<file path="config.mk">
export PLATFORM = sky130hd
export DESIGN_NAME = jump_ctrl_unit_flat
export DESIGN_NICKNAME = d
export VERILOG_FILES = /design/src/rtl/jc_pkg.sv /design/src/rtl/jump_ctrl_unit_if.sv /design/src/rtl/jc_ras.sv /design/src/rtl/jump_ctrl_unit.sv /design/src/flat_wrapper.sv
export SDC_FILE = /design/constraint.sdc
export NUM_CORES = 1
export LEC_CHECK = 0
export ABC_CLOCK_PERIOD_IN_PS = 11050
export CAP_MARGIN = 10
export CORE_MARGIN = 2
export CORE_UTILIZATION = 35
export CTS_BUF_LIST = sky130_fd_sc_hd__clkbuf_16
export CTS_CLUSTER_SIZE = 28
export DETAILED_ROUTE_END_ITERATION = 8
export MAX_ROUTING_LAYER = met4
export SETUP_SLACK_MARGIN = 0.2
export SLEW_MARGIN = 5
export SYNTH_ARGS = -nofsm -noshare
export SYNTH_HDL_FRONTEND = slang
export SYNTH_SLANG_ARGS = --single-unit
</file>
<file path="constraint.sdc">
create_clock -name clk -period 11.05 [get_ports clk]
set_input_delay 2.21 -clock clk [delete_from_list [all_inputs] [get_ports clk]]
set_output_delay 2.21 -clock clk [all_outputs]
set_load 0.02 [all_outputs]
</file>
<file path="src/rtl/jc_pkg.sv">
// Shared constants and types for the jump/branch/interrupt control unit.
// Default sizes, opcodes, FSM state encoding and the return-stack entry layout.
package jc_pkg;

   localparam int              JC_ADDR_W    = 16;
   localparam int              JC_N_IRQ     = 4;
   localparam int              JC_RAS_DEPTH = 4;
   localparam logic [15:0]     JC_VEC_BASE  = 16'hFF00;

   localparam logic [5:0] OP_JMP  = 6'b011000;
   localparam logic [5:0] OP_JC   = 6'b011100;
   localparam logic [5:0] OP_JZ   = 6'b011110;
   localparam logic [5:0] OP_CALL = 6'b011001;
   localparam logic [5:0] OP_RET  = 6'b011010;
   localparam logic [5:0] OP_RETI = 6'b011011;

   typedef enum logic {
      ST_RUN   = 1'b0,
      ST_FLUSH = 1'b1
   } jc_state_t;

   // A CALL stores zero flags; an interrupt stores the live execute flags.
   typedef struct packed {
      logic [1:0]           flags;
      logic [JC_ADDR_W-1:0] addr;
   } ras_entry_t;

endpackage

</file>
<file path="src/rtl/jump_ctrl_unit_if.sv">
// Signal bundle between the pipeline front end and the jump control unit.
// The front end drives the instruction/flag/irq side and observes the redirect side.
interface jump_ctrl_unit_if
   import jc_pkg::*;
#(
   parameter int ADDR_W = JC_ADDR_W,
   parameter int N_IRQ  = JC_N_IRQ
) ();

   logic [ADDR_W-1:0] current_address;
   logic [ADDR_W-1:0] jmp_address_pm;
   logic [5:0]        op;
   logic [1:0]        flag_ex;
   logic [N_IRQ-1:0]  irq;

   logic [ADDR_W-1:0] jmp_loc;
   logic              pc_mux_sel;
   logic [N_IRQ-1:0]  irq_ack;
   logic [1:0]        flag_restore;
   logic              flag_restore_en;
   logic              in_isr;
   logic              ras_err;

   modport master (
      output current_address, jmp_address_pm, op, flag_ex, irq,
      input  jmp_loc, pc_mux_sel, irq_ack, flag_restore, flag_restore_en, in_isr, ras_err
   );

   modport slave (
      input  current_address, jmp_address_pm, op, flag_ex, irq,
      output jmp_loc, pc_mux_sel, irq_ack, flag_restore, flag_restore_en, in_isr, ras_err
   );

endinterface

</file>
<file path="src/rtl/jc_ras.sv">
// Return-address stack: a small LIFO with combinational top-of-stack read.
// At most one push or pop takes effect per cycle; push to full / pop from empty is ignored.
module jc_ras #(
   parameter int DATA_W = 18,
   parameter int DEPTH  = 4
) (
   input  logic              clk,
   input  logic              reset,
   input  logic              push,
   input  logic              pop,
   input  logic [DATA_W-1:0] push_data,
   output logic [DATA_W-1:0] top_data,
   output logic              full,
   output logic              empty
);

   localparam int PTR_W = $clog2(DEPTH) + 1;

   logic [DATA_W-1:0] mem [DEPTH];
   logic [PTR_W-1:0]  count;
   logic [PTR_W-2:0]  top_idx;

   assign full     = (count == PTR_W'(DEPTH));
   assign empty    = (count == '0);
   assign top_idx  = count[PTR_W-2:0] - (PTR_W-1)'(1);
   assign top_data = mem[top_idx];

   always_ff @(posedge clk) begin
      if (!reset) begin
         count <= '0;
      end else if (push && !full) begin
         count <= count + PTR_W'(1);
      end else if (pop && !empty) begin
         count <= count - PTR_W'(1);
      end
   end

   // Storage is left unreset; only the occupancy count defines valid entries.
   always_ff @(posedge clk) begin
      if (reset && push && !full) begin
         mem[count[PTR_W-2:0]] <= push_data;
      end
   end

endmodule

</file>
<file path="src/rtl/jump_ctrl_unit.sv">
// Jump control unit: decodes jumps/calls/returns, takes edge-triggered interrupts,
// and issues registered PC redirects followed by a one-cycle flush.
module jump_ctrl_unit
   import jc_pkg::*;
#(
   parameter int                ADDR_W    = JC_ADDR_W,
   parameter int                N_IRQ     = JC_N_IRQ,
   parameter int                RAS_DEPTH = JC_RAS_DEPTH,
   parameter logic [ADDR_W-1:0] VEC_BASE  = JC_VEC_BASE
) (
   input  logic            clk,
   input  logic            reset,
   jump_ctrl_unit_if.slave bus
);

   jc_state_t         state, state_next;
   logic [N_IRQ-1:0]  pending, pending_next, irq_prev, rise, cand, take_oh, ack_next;
   logic [ADDR_W-1:0] jmp_next, vec_addr, ret_addr;
   logic [1:0]        fr_next;
   logic              pc_next, fre_next, in_isr_next, err_next;
   logic              push, pop, ras_full, ras_empty;
   ras_entry_t        push_entry, top_entry;

   jc_ras #(
      .DATA_W ($bits(ras_entry_t)),
      .DEPTH  (RAS_DEPTH)
   ) u_ras (
      .clk       (clk),
      .reset     (reset),
      .push      (push),
      .pop       (pop),
      .push_data (push_entry),
      .top_data  (top_entry),
      .full      (ras_full),
      .empty     (ras_empty)
   );

   // A fresh edge this cycle is already eligible, so an irq rising alongside an op pre-empts it.
   always_comb begin
      rise         = bus.irq & ~irq_prev;
      cand         = pending | rise;
      pending_next = (pending & ~bus.irq_ack) | rise;
      take_oh      = cand & (~cand + N_IRQ'(1));
      vec_addr     = VEC_BASE;
      for (int k = N_IRQ - 1; k >= 0; k--) begin
         if (cand[k]) vec_addr = VEC_BASE + ADDR_W'(k);
      end
      ret_addr     = bus.current_address + ADDR_W'(1);

      jmp_next    = bus.jmp_loc;
      fr_next     = bus.flag_restore;
      in_isr_next = bus.in_isr;
      err_next    = bus.ras_err;
      pc_next     = 1'b0;
      fre_next    = 1'b0;
      ack_next    = '0;
      push        = 1'b0;
      pop         = 1'b0;
      push_entry  = '0;

      case (state)
         ST_RUN: begin
            if (!bus.in_isr && (|cand) && !ras_full) begin
               push        = 1'b1;
               push_entry  = '{flags: bus.flag_ex, addr: bus.current_address};
               jmp_next    = vec_addr;
               pc_next     = 1'b1;
               ack_next    = take_oh;
               in_isr_next = 1'b1;
            end else begin
               case (bus.op)
                  OP_JMP: begin
                     jmp_next = bus.jmp_address_pm;
                     pc_next  = 1'b1;
                  end
                  OP_JC: begin
                     if (bus.flag_ex[0]) begin
                        jmp_next = bus.jmp_address_pm;
                        pc_next  = 1'b1;
                     end
                  end
                  OP_JZ: begin
                     if (bus.flag_ex[1]) begin
                        jmp_next = bus.jmp_address_pm;
                        pc_next  = 1'b1;
                     end
                  end
                  OP_CALL: begin
                     if (ras_full) begin
                        err_next = 1'b1;
                     end else begin
                        push       = 1'b1;
                        push_entry = '{flags: 2'b00, addr: ret_addr};
                     end
                     jmp_next = bus.jmp_address_pm;
                     pc_next  = 1'b1;
                  end
                  OP_RET, OP_RETI: begin
                     pc_next = 1'b1;
                     if (ras_empty) begin
                        err_next = 1'b1;
                        jmp_next = '0;
                     end else begin
                        pop      = 1'b1;
                        jmp_next = top_entry.addr;
                     end
                     if (bus.op == OP_RETI) begin
                        fre_next    = 1'b1;
                        fr_next     = ras_empty ? 2'b00 : top_entry.flags;
                        in_isr_next = 1'b0;
                     end
                  end
                  default: ;
               endcase
            end
         end
         default: ;
      endcase

      state_next = pc_next ? ST_FLUSH : ST_RUN;
   end

   always_ff @(posedge clk) begin
      if (!reset) begin
         state               <= ST_RUN;
         pending             <= '0;
         irq_prev            <= '0;
         bus.jmp_loc         <= '0;
         bus.pc_mux_sel      <= 1'b0;
         bus.irq_ack         <= '0;
         bus.flag_restore    <= 2'b00;
         bus.flag_restore_en <= 1'b0;
         bus.in_isr          <= 1'b0;
         bus.ras_err         <= 1'b0;
      end else begin
         state               <= state_next;
         pending             <= pending_next;
         irq_prev            <= bus.irq;
         bus.jmp_loc         <= jmp_next;
         bus.pc_mux_sel      <= pc_next;
         bus.irq_ack         <= ack_next;
         bus.flag_restore    <= fr_next;
         bus.flag_restore_en <= fre_next;
         bus.in_isr          <= in_isr_next;
         bus.ras_err         <= err_next;
      end
   end

endmodule

</file>
<file path="src/flat_wrapper.sv">
// flat-port wrapper written by rule: the top's interface ports become plain ports
module jump_ctrl_unit_flat import jc_pkg::*;
#(
   parameter int                ADDR_W    = JC_ADDR_W,
   parameter int                N_IRQ     = JC_N_IRQ,
   parameter int                RAS_DEPTH = JC_RAS_DEPTH,
   parameter logic [ADDR_W-1:0] VEC_BASE  = JC_VEC_BASE
)
  (clk, reset, bus_current_address, bus_jmp_address_pm, bus_op, bus_flag_ex, bus_irq, bus_jmp_loc, bus_pc_mux_sel, bus_irq_ack, bus_flag_restore, bus_flag_restore_en, bus_in_isr, bus_ras_err);
  jump_ctrl_unit_if #(.ADDR_W(ADDR_W), .N_IRQ(N_IRQ)) bus_i ();
  input  logic clk;
  input  logic reset;
  input wire logic [$bits(bus_i.current_address)-1:0] bus_current_address;
  input wire logic [$bits(bus_i.jmp_address_pm)-1:0] bus_jmp_address_pm;
  input wire logic [$bits(bus_i.op)-1:0] bus_op;
  input wire logic [$bits(bus_i.flag_ex)-1:0] bus_flag_ex;
  input wire logic [$bits(bus_i.irq)-1:0] bus_irq;
  output wire logic [$bits(bus_i.jmp_loc)-1:0] bus_jmp_loc;
  output wire logic [$bits(bus_i.pc_mux_sel)-1:0] bus_pc_mux_sel;
  output wire logic [$bits(bus_i.irq_ack)-1:0] bus_irq_ack;
  output wire logic [$bits(bus_i.flag_restore)-1:0] bus_flag_restore;
  output wire logic [$bits(bus_i.flag_restore_en)-1:0] bus_flag_restore_en;
  output wire logic [$bits(bus_i.in_isr)-1:0] bus_in_isr;
  output wire logic [$bits(bus_i.ras_err)-1:0] bus_ras_err;
  assign bus_i.current_address = bus_current_address;
  assign bus_i.jmp_address_pm = bus_jmp_address_pm;
  assign bus_i.op = bus_op;
  assign bus_i.flag_ex = bus_flag_ex;
  assign bus_i.irq = bus_irq;
  assign bus_jmp_loc = bus_i.jmp_loc;
  assign bus_pc_mux_sel = bus_i.pc_mux_sel;
  assign bus_irq_ack = bus_i.irq_ack;
  assign bus_flag_restore = bus_i.flag_restore;
  assign bus_flag_restore_en = bus_i.flag_restore_en;
  assign bus_in_isr = bus_i.in_isr;
  assign bus_ras_err = bus_i.ras_err;
  jump_ctrl_unit #(.ADDR_W(ADDR_W), .N_IRQ(N_IRQ), .RAS_DEPTH(RAS_DEPTH), .VEC_BASE(VEC_BASE)) u_core (.clk(clk), .reset(reset), .bus(bus_i));
endmodule
</file>
==> results.json, run 1 <==
{
  "die-area_um2": 14600,
  "fin_nets": 468,
  "dp.cells": 581,
  "drive_gt1_share_pct": 12.1,
  "via_count": 3091,
  "ys_warn_count": 0,
  "slowest_delay_ps": 520,
  "grt_pass1_vias": 3056,
  "synth-edff-count": 72,
  "max-vdd-ir-drop_uv": 87.9,
  "crit_slowest_cell": "or4b_1",
  "p_leak_nw": 1.95,
  "synth_flop_cell": "edfxtp_1",
  "antenna_found_initial": 0,
  "final_common_cell": "edfxtp_1",
  "crit_type": "in2reg",
  "via_per_inst": 5.18,
  "instances_no_fill": 597,
  "crit_path_max_fanout": 25,
  "syn-num-nets": 402,
  "required_ps": 11330,
  "netlist_area_um2": 4770,
  "fin_ws_ps": 5980,
  "critical_path_buf_inv_count": 3,
  "netlist_instances": 350,
  "clk_latency_ps": 340,
  "report.final.setup_viol": 0,
  "critPathMostFrequentCell": "nor2_1",
  "cts.path.max_buffers": 2,
  "cap_violations": 0,
  "place_ws_ps": 5660,
  "wl_per_cell_um": 17.3,
  "fin_crit_ps": 5070,
  "power_mw": 1.21,
  "critPathArrivalTime_ps": 5350,
  "cts_setup_buffers": 0,
  "path_cells": "clkdlybuf4s50_1 > nor2b_1 > nor4_4 > a21oi_2 > buf_4 > nor2_1 > nor2_1 > inv_2 > fa_1 > or4b_1 > a21oi_1 > mux2i_1",
  "maxSlewHeadroom_pct": 33.7,
  "rsz0062_at_grt": "false",
  "grt_max_degree": 42,
  "antennaDiodeCount": 0,
  "fmax_mhz": 197,
  "cts_inserted_buffers": 9,
  "cp-start-kind": "primary input",
  "core_um2": 13300,
  "fill_cells": 1217,
  "yosysUniqueCellTypes": 53,
  "drtIter0Drc": 242,
  "cts_root_buf": "clkbuf_16",
  "hold_violations": 0,
  "die-height_um": 121,
  "gp_congestion": 0.764,
  "slew_viol_final": 0,
  "outcome": "complete, no violations",
  "cts.sink_count": 109,
  "initial_core_util_pct": 35.9,
  "io_pins": 72,
  "fin_crit_sh_pct": 45.9,
  "die_w_um": 121,
  "power.density_nw_per_um2": 206,
  "ys_seq_area_share_pct": 60.9,
  "endpoint_kind": "flop",
  "post_cts_resize_count": 0,
  "rows": 42,
  "async_flop_share_pct": 0,
  "ant_nets": 0,
  "area_growth_pct": 23.5,
  "post-route-util_pct": 44.3,
  "tightest_slew_ps": 995,
  "grt-ovfl-total": 0,
  "min_path_type": "reg2reg",
  "htreeDepth": 3,
  "grt_usage_pct": 15.1,
  "crit_family": "simple AND/OR/NAND/NOR gates",
  "synth-seq-cells": 109,
  "holdBufCountCts": 0,
  "syn_avg_cell_area_um2": 13.6,
  "cts.clk_slew.worst_paths_ps": 70,
  "drc_errors": 0,
  "final_cell_mix": "edfxtp_1, clkdlybuf4s50_1, dfxtp_1",
  "dr.pass1.iters": 4,
  "clock_skew_ps": 6.50,
  "grt_pass1_wl_um": 16300,
  "dp_hpwl_um": 7140,
  "wirelength_um": 10300,
  "cts_tree": "yes",
  "io_buffer_count": 71,
  "setup-tns-final_ps": 0
}
==> layout make-up <==
| class | count | area [um^2] | share of cell area (%) |
|---|---|---|---|
| multi-input cells | 213 | 1740 | 29.6 |
| flip-flops and latches | 109 | 2900 | 49.3 |
| repair buffers | 73 | 726 | 12.3 |
| inverters | 10 | 37.5 | 0.637 |
| clock buffers | 9 | 225 | 3.82 |
| clock inverters | 7 | 36.3 | 0.616 |
| well taps | 176 | 220 | 3.74 |
==> cells in the mapped netlist, types with 2 or more instances <==
| library cell | n | share of area (%) |
|---|---|---|
| nor2_1 | 29 | 2.3 |
| o21a_1 | 5 | 0.79 |
| nor2b_1 | 6 | 0.79 |
| nand4_1 | 2 | 0.26 |
| mux2i_1 | 2 | 0.42 |
| a21oi_2 | 2 | 0.37 |
| nand3_1 | 9 | 0.94 |
| a21boi_0 | 2 | 0.31 |
| xnor2_1 | 12 | 2.2 |
| nor3b_1 | 3 | 0.47 |
| buf_2 | 7 | 0.73 |
| inv_1 | 9 | 0.71 |
| nor4_4 | 2 | 0.89 |
| edfxtp_1 | 72 | 45 |
| dfxtp_1 | 37 | 16 |
| a21o_1 | 2 | 0.31 |
| o22ai_1 | 6 | 0.79 |
| a22oi_1 | 7 | 1.1 |
| a21oi_1 | 7 | 0.73 |
| and2_1 | 14 | 1.8 |
| or3_1 | 3 | 0.39 |
| clkbuf_1 | 8 | 0.63 |
| mux4_2 | 18 | 8.5 |
| xor2_1 | 2 | 0.37 |
| nand2_1 | 12 | 0.94 |
| and3_1 | 9 | 1.2 |
| nand2b_1 | 5 | 0.66 |
| nor4_1 | 3 | 0.39 |
| nor4b_1 | 2 | 0.37 |
| nor3_1 | 5 | 0.52 |
| ha_1 | 5 | 1.3 |
| a221oi_2 | 8 | 2.5 |
| o21ai_0 | 15 | 1.6 |
==> where the power goes <==
group	internal, mW	leakage (nW)	total (mW)	switching (mW)
Clock	0.150	0.136	0.289	0.139
Combinational	0.160	0.848	0.366	0.206
Sequential	0.516	0.971	0.559	0.0438
Total	0.825	1.95	1.21	0.389
==> kinds of logic (layout without fill, tap and decap cells) <==
kind of cell	Yosys count	after routing	share of synthesized area, %
AO/OA/AOI/OAI	62	62	9.89
XOR/XNOR	14	14	2.57
adder cells (fa/ha/maj)	6	6	1.73
buffers and inverters	28	99	2.62
flip-flops	109	109	60.9
multiplexers	20	20	8.92
AND/OR/NAND/NOR	111	111	13.4
==> per-layer routing <==
metal / vias to the layer above / share of wire [%] / GRT usage, %
met2: 100 / 46 / 22.7
met1: 1519 / 47 / 20.5
met4: 0 / 1.5 / 5.45
met3: 12 / 5.9 / 2.92
met5: - / 0 / -
li1: 1460 / - / -
==> worst min-delay path, stage by stage (launching register included) <==
cell	delay, ps
dfxtp_1	310
nand2b_1	60
a21boi_1	50
==> sequential cells by signal, indices dropped and copies added (netlist names) <==
register and count:
u_core.bus.irq_ack 4, u_core.u_ras.mem 72, u_core.pending 4, u_core.bus.flag_restore_en 1, u_core.bus.flag_restore 2, u_core.bus.jmp_loc 16
u_core.bus.in_isr 1, u_core.state 1, u_core.irq_prev 4, u_core.bus.ras_err 1, u_core.u_ras.count 3
==> per-stage QoR <==
stage | hold WS [ps] | cell area, um^2
6_report | 477 | 5890
3_5_place_dp | 462 | 5630
4_1_cts | 478 | 5890
3_3_place_gp | 451 | 5630
5_1_grt | 494 | 5890
2_1_floorplan | 487 | 4770
==> path summary, 6_finish.rpt <==
path	startpoint	endpoint	slack (ps)	cells after the start
setup reg to reg	u_core.u_ras.count[0]	u_core.u_ras.count[2]	7120	12
hold / removal	u_core.bus.jmp_loc[1]	u_core.bus.jmp_loc[1]	480	2
hold reg to reg	u_core.bus.jmp_loc[1]	u_core.bus.jmp_loc[1]	480	2
setup / recovery	bus_irq[0]	u_core.u_ras.count[2]	5980	12
Note: power is estimated with default switching activity, not from simulation.
==> run 2: changes to the inputs <==
- ABC_CLOCK_PERIOD_IN_PS: 11050 -> 4230
- clock period: 11.05 -> 4.23 ns (I/O delays scaled with it)
==> run 2 against run 1 <==
Effect of this change: worst hold slack got worse by 11 ps; global-route usage up 0.11 points; routed wire length rose by 0.95%; register-to-register slack worse by 5800 ps; non-clock buffer count grew 7; total power increased to 2.7 times the previous value; clock power grew to 2.9 times the previous value; highest routed layer unchanged; via count grew 0.32%; core utilization rose by 0.67 points; first-iteration DRC count shrank 5.8%.
==> results.json, run 2 (synthesis results as in run 1) <==
{
  "holdBufCountCts": 0,
  "final_cell_area_um2": 5980,
  "core_um2": 13300,
  "drtIter0Drc": 228,
  "rsz0062_at_grt": "false",
  "ant_nets": 0,
  "max-vdd-ir-drop_uv": 202,
  "place_ws_ps": 436,
  "die-area_um2": 14600,
  "p_leak_nw": 2.00,
  "outcome": "complete, no violations",
  "final_cell_mix": "edfxtp_1, clkdlybuf4s50_1, dfxtp_1",
  "required_ps": 4510,
  "dp_hpwl_um": 7210,
  "grt-ovfl-total": 0,
  "min_path_type": "reg2reg",
  "grt_pass1_vias": 2996,
  "final_common_cell": "edfxtp_1",
  "io_buffer_count": 71,
  "multi_input_area_um2": 1740,
  "grt_max_degree": 42,
  "cts_tree": "yes",
  "area_growth_pct": 25.4,
  "tightest_slew_ps": 874,
  "endpoint_kind": "flop",
  "cts_inserted_buffers": 9,
  "r2r_start": "u_core.u_ras.count[1]",
  "instances_no_fill": 604,
  "drc_errors": 0,
  "hp-start": "u_core.bus.ras_err",
  "grt_pass1_wl_um": 16400,
  "die_w_um": 121,
  "power_mw": 3.29,
  "cts.sink_count": 109,
  "via_count": 3101,
  "clk_latency_ps": 350,
  "htreeDepth": 3,
  "holdWs_ps": 466,
  "dp.cells": 588,
  "wirelength_um": 10400,
  "largest_reg_flops": 72,
  "antennaDiodeCount": 0,
  "grt_usage_pct": 15.2,
  "maxSlewHeadroom_pct": 41.7,
  "clock_skew_ps": 6.75,
  "hold_violations": 0,
  "die-height_um": 121,
  "post_cts_resize_count": 0,
  "wl_per_cell_um": 17.2,
  "fill_cells": 1212,
  "cts.path.max_buffers": 2,
  "gp_congestion": 0.767,
  "fin_crit_ps": 3460,
  "drive_gt1_share_pct": 13.6,
  "antenna_found_initial": 0,
  "fin_crit_sh_pct": 81.8,
  "rows": 42,
  "fin_ws_ps": 768,
  "cap_violations": 0,
  "via_per_inst": 5.13,
  "dr.pass1.iters": 4,
  "critPathArrivalTime_ps": 3740,
  "fmax_mhz": 289,
  "cts_setup_buffers": 0,
  "report.final.setup_viol": 0,
  "slew_viol_final": 0,
  "cts_root_buf": "clkbuf_16",
  "initial_core_util_pct": 35.9,
  "cp-start-kind": "primary input",
  "crit_path_max_fanout": 6,
  "fin_nets": 475,
  "setup-tns-final_ps": 0,
  "power.density_nw_per_um2": 551,
  "place_area_um2": 5680,
  "worstSetupStartpoint": "bus_op[2]",
  "seqCellArea_um2": 2900,
  "post-route-util_pct": 45.0,
  "io_pins": 72,
  "crit_type": "in2reg",
  "cts.clk_slew.worst_paths_ps": 70
}
[run 2: cell types whose count changed in the layout (fill, tap and decap cells not counted), sizes merged]
cell,change
clkinv,+1
buf,+7
inv,-1
clkinvlp,-1
bufinv,+1
[run 2: metal layers]
| layer | global-route usage, % | routed length (um) |
|---|---|---|
| met3 | 2.88 | 601 |
| met4 | 4.14 | 114 |
| met1 | 20.8 | 5020 |
| met2 | 23.5 | 4670 |
| met5 | - | 0 |
[run 2: power by group]
part           leakage [nW]  internal (mW)  switching, mW
registers             0.970           1.34         0.0600
logic                 0.885          0.439          0.606
clock network         0.148          0.464          0.383
[run 2: path summary, 6_finish.rpt]
| check | cells after the start | slack [ps] | endpoint |
|---|---|---|---|
| worst max register to register | 10 | 1290 | u_core.u_ras.count[2] |
| worst max-delay path | 11 | 770 | u_core.u_ras.count[2] |
| worst min register to register | 1 | 470 | u_core.bus.ras_err |
| worst min-delay path | 1 | 470 | u_core.bus.ras_err |
[run 2: critical path: stages]
cell and delay, ps:
clkdlybuf4s50_1 420, and4bb_2 340, nand2_1 100, a211oi_2 370
nor2_1 70, nor2_1 250, inv_2 70, fa_1 390
or4b_1 520, a21oi_1 170, mux2i_1 190
[run 2: layout make-up]
| cell class | instances | share of cell area (%) |
|---|---|---|
| clock inverters | 7 | 1.23 |
| flip-flops and latches | 109 | 48.5 |
| clock buffers | 9 | 3.77 |
| inverters | 10 | 0.628 |
| well taps | 176 | 3.68 |
| repair buffers | 80 | 13.0 |
| multi-input cells | 213 | 29.1 |
==> run 3: changes to the inputs <==
- ABC_CLOCK_PERIOD_IN_PS: 4230 -> 3520
- clock period: 4.23 -> 3.52 ns (I/O delays scaled with it)
==> run 3 against run 2 <==
Effect of this change: global-route usage grew 0.48 points; critical path depth is the same; clock skew grew 3.1 ps; core utilization grew 0.61 points; combinational power grew 23%; total power grew 21%; cell count grew 1.2%; cell area grew 1.4%; count of clock-buffer cells in the layout is the same; flip-flop and latch count is the same; non-clock buffer count grew 7.
==> results.json, run 3 (synthesis results as in run 1) <==
{
  "outcome": "complete, no violations",
  "fin_nets": 482,
  "grt_max_degree": 35,
  "cts_inserted_buffers": 9,
  "cts.path.max_buffers": 2,
  "initial_core_util_pct": 35.9,
  "critPathArrivalTime_ps": 3390,
  "cts_root_buf": "clkbuf_16",
  "r2r_start": "u_core.u_ras.count[1]",
  "antenna_found_initial": 0,
  "cp-start-kind": "primary input",
  "cts_tree": "yes",
  "timing.rr.end": "u_core.u_ras.count[2]",
  "via_per_inst": 5.05,
  "drc_errors": 0,
  "io_pins": 72,
  "io_buffer_count": 71,
  "dr.pass1.iters": 4,
  "clk_latency_ps": 350,
  "gp_congestion": 0.836,
  "instances_no_fill": 611,
  "rr_worst_depth": 11,
  "cts.sink_count": 109,
  "dp.cells": 595,
  "cts.clk_slew.worst_paths_ps": 70,
  "fin_crit_ps": 3110,
  "min_path_type": "reg2reg",
  "setup-tns-final_ps": 0,
  "dp_hpwl_um": 7560,
  "die-height_um": 121,
  "rows": 42,
  "cts_setup_buffers": 0,
  "max-vdd-ir-drop_uv": 276,
  "grt-ovfl-total": 0,
  "endpoint_kind": "flop",
  "power.density_nw_per_um2": 660,
  "htreeDepth": 3,
  "die_w_um": 121,
  "drive_gt1_share_pct": 15.2,
  "drtIter0Drc": 192,
  "rsz0062_at_grt": "false",
  "min_to": "u_core.bus.jmp_loc[0]",
  "largest_reg_flops": 72,
  "crit_path_max_fanout": 4,
  "grt_pass1_wl_um": 16800,
  "core_um2": 13300,
  "worstHoldPathCells": 2,
  "fmax_mhz": 321,
  "final_common_cell": "edfxtp_1",
  "ant_nets": 0,
  "hold_violations": 0,
  "report.final.setup_viol": 0,
  "clock_skew_ps": 9.82,
  "slew_viol_final": 0,
  "wl_per_cell_um": 17.5,
  "r2r_setup_slack_ps": 690,
  "holdBufCountCts": 0,
  "crit_type": "in2reg",
  "post_cts_resize_count": 0,
  "cap_violations": 0,
  "p_leak_nw": 2.04,
  "grt_pass1_vias": 3103,
  "fin_crit_sh_pct": 88.4,
  "wirelength_um": 10700,
  "antennaDiodeCount": 0,
  "required_ps": 3800,
  "area_growth_pct": 27.1,
  "grt_usage_pct": 15.7,
  "final_cell_mix": "edfxtp_1, clkdlybuf4s50_1, dfxtp_1",
  "tightest_slew_ps": 661,
  "die-area_um2": 14600,
  "hp-start": "u_core.bus.jmp_loc[0]",
  "via_count": 3087,
  "maxSlewHeadroom_pct": 55.9
}
[run 3: cell types whose count changed in the layout (fill, tap and decap cells not counted)]
cell	change
inv_6	+4
clkinv_2	-1
inv_8	-2
clkinv_1	-1
buf_4	+5
buf_12	+2
[run 3: per-layer routing]
metal	track usage, %	part of all wire, %	vias up
li1	-	-	1487
met1	20.7	46	1512
met2	24.4	48	78
met3	3.30	4.5	10
met4	5.01	1.2	0
met5	-	0	-
[run 3: worst max-delay path by stage]
stage	from	to	slack (ps)	depth (start not counted)
5_1_grt	bus_op[2]	u_core.u_ras.count[2]	210	11
3_3_place_gp	bus_op[2]	u_core.u_ras.count[2]	190	11
2_1_floorplan	u_core.u_ras.count[0]	u_core.u_ras.count[2]	210	14
4_1_cts	bus_op[5]	u_core.u_ras.count[2]	430	11
6_report	bus_op[5]	u_core.u_ras.count[2]	410	11
3_5_place_dp	bus_op[5]	u_core.u_ras.count[2]	80	11
[run 3: worst max-delay path, stage by stage]
cell and delay, ps:
clkdlybuf4s50_1 420, and4bb_2 360, nand2_1 90, a211oi_2 240, nor2_1 60, nor2_1 170, inv_2 70, fa_1 370
or4b_1 530, a21oi_1 170, mux2i_1 200
[run 3: cell type report]
class | count | area (um^2)
fill | 1175 | 7230
tap | 176 | 220
timing repair buffer | 87 | 856
inverter | 10 | 37.5
multi-input combinational | 213 | 1740
clock inverter | 7 | 77.6
sequential | 109 | 2900
clock buffer | 9 | 225
[run 3: report_power, final]
group	internal [mW]	leakage, nW	switching [mW]
combinational	0.553	0.925	0.723
sequential	1.61	0.970	0.0759
clock	0.561	0.149	0.473
[run 3: metrics by stage]
step / hold slack (ps) / setup WS [ps] / area (um^2) / power (mW) / util [%]
floorplan: 487 / 209 / 4780 / 2.54 / -
global placement: 456 / 194 / 5760 / 2.98 / 43.3
detailed placement: 463 / 78.0 / 5760 / 3.01 / 43.3
CTS: 472 / 431 / 6060 / 4.05 / 45.6
global route: 508 / 210 / 6060 / 4.21 / 45.6
finish: 467 / 407 / 6060 / 4.00 / 45.6
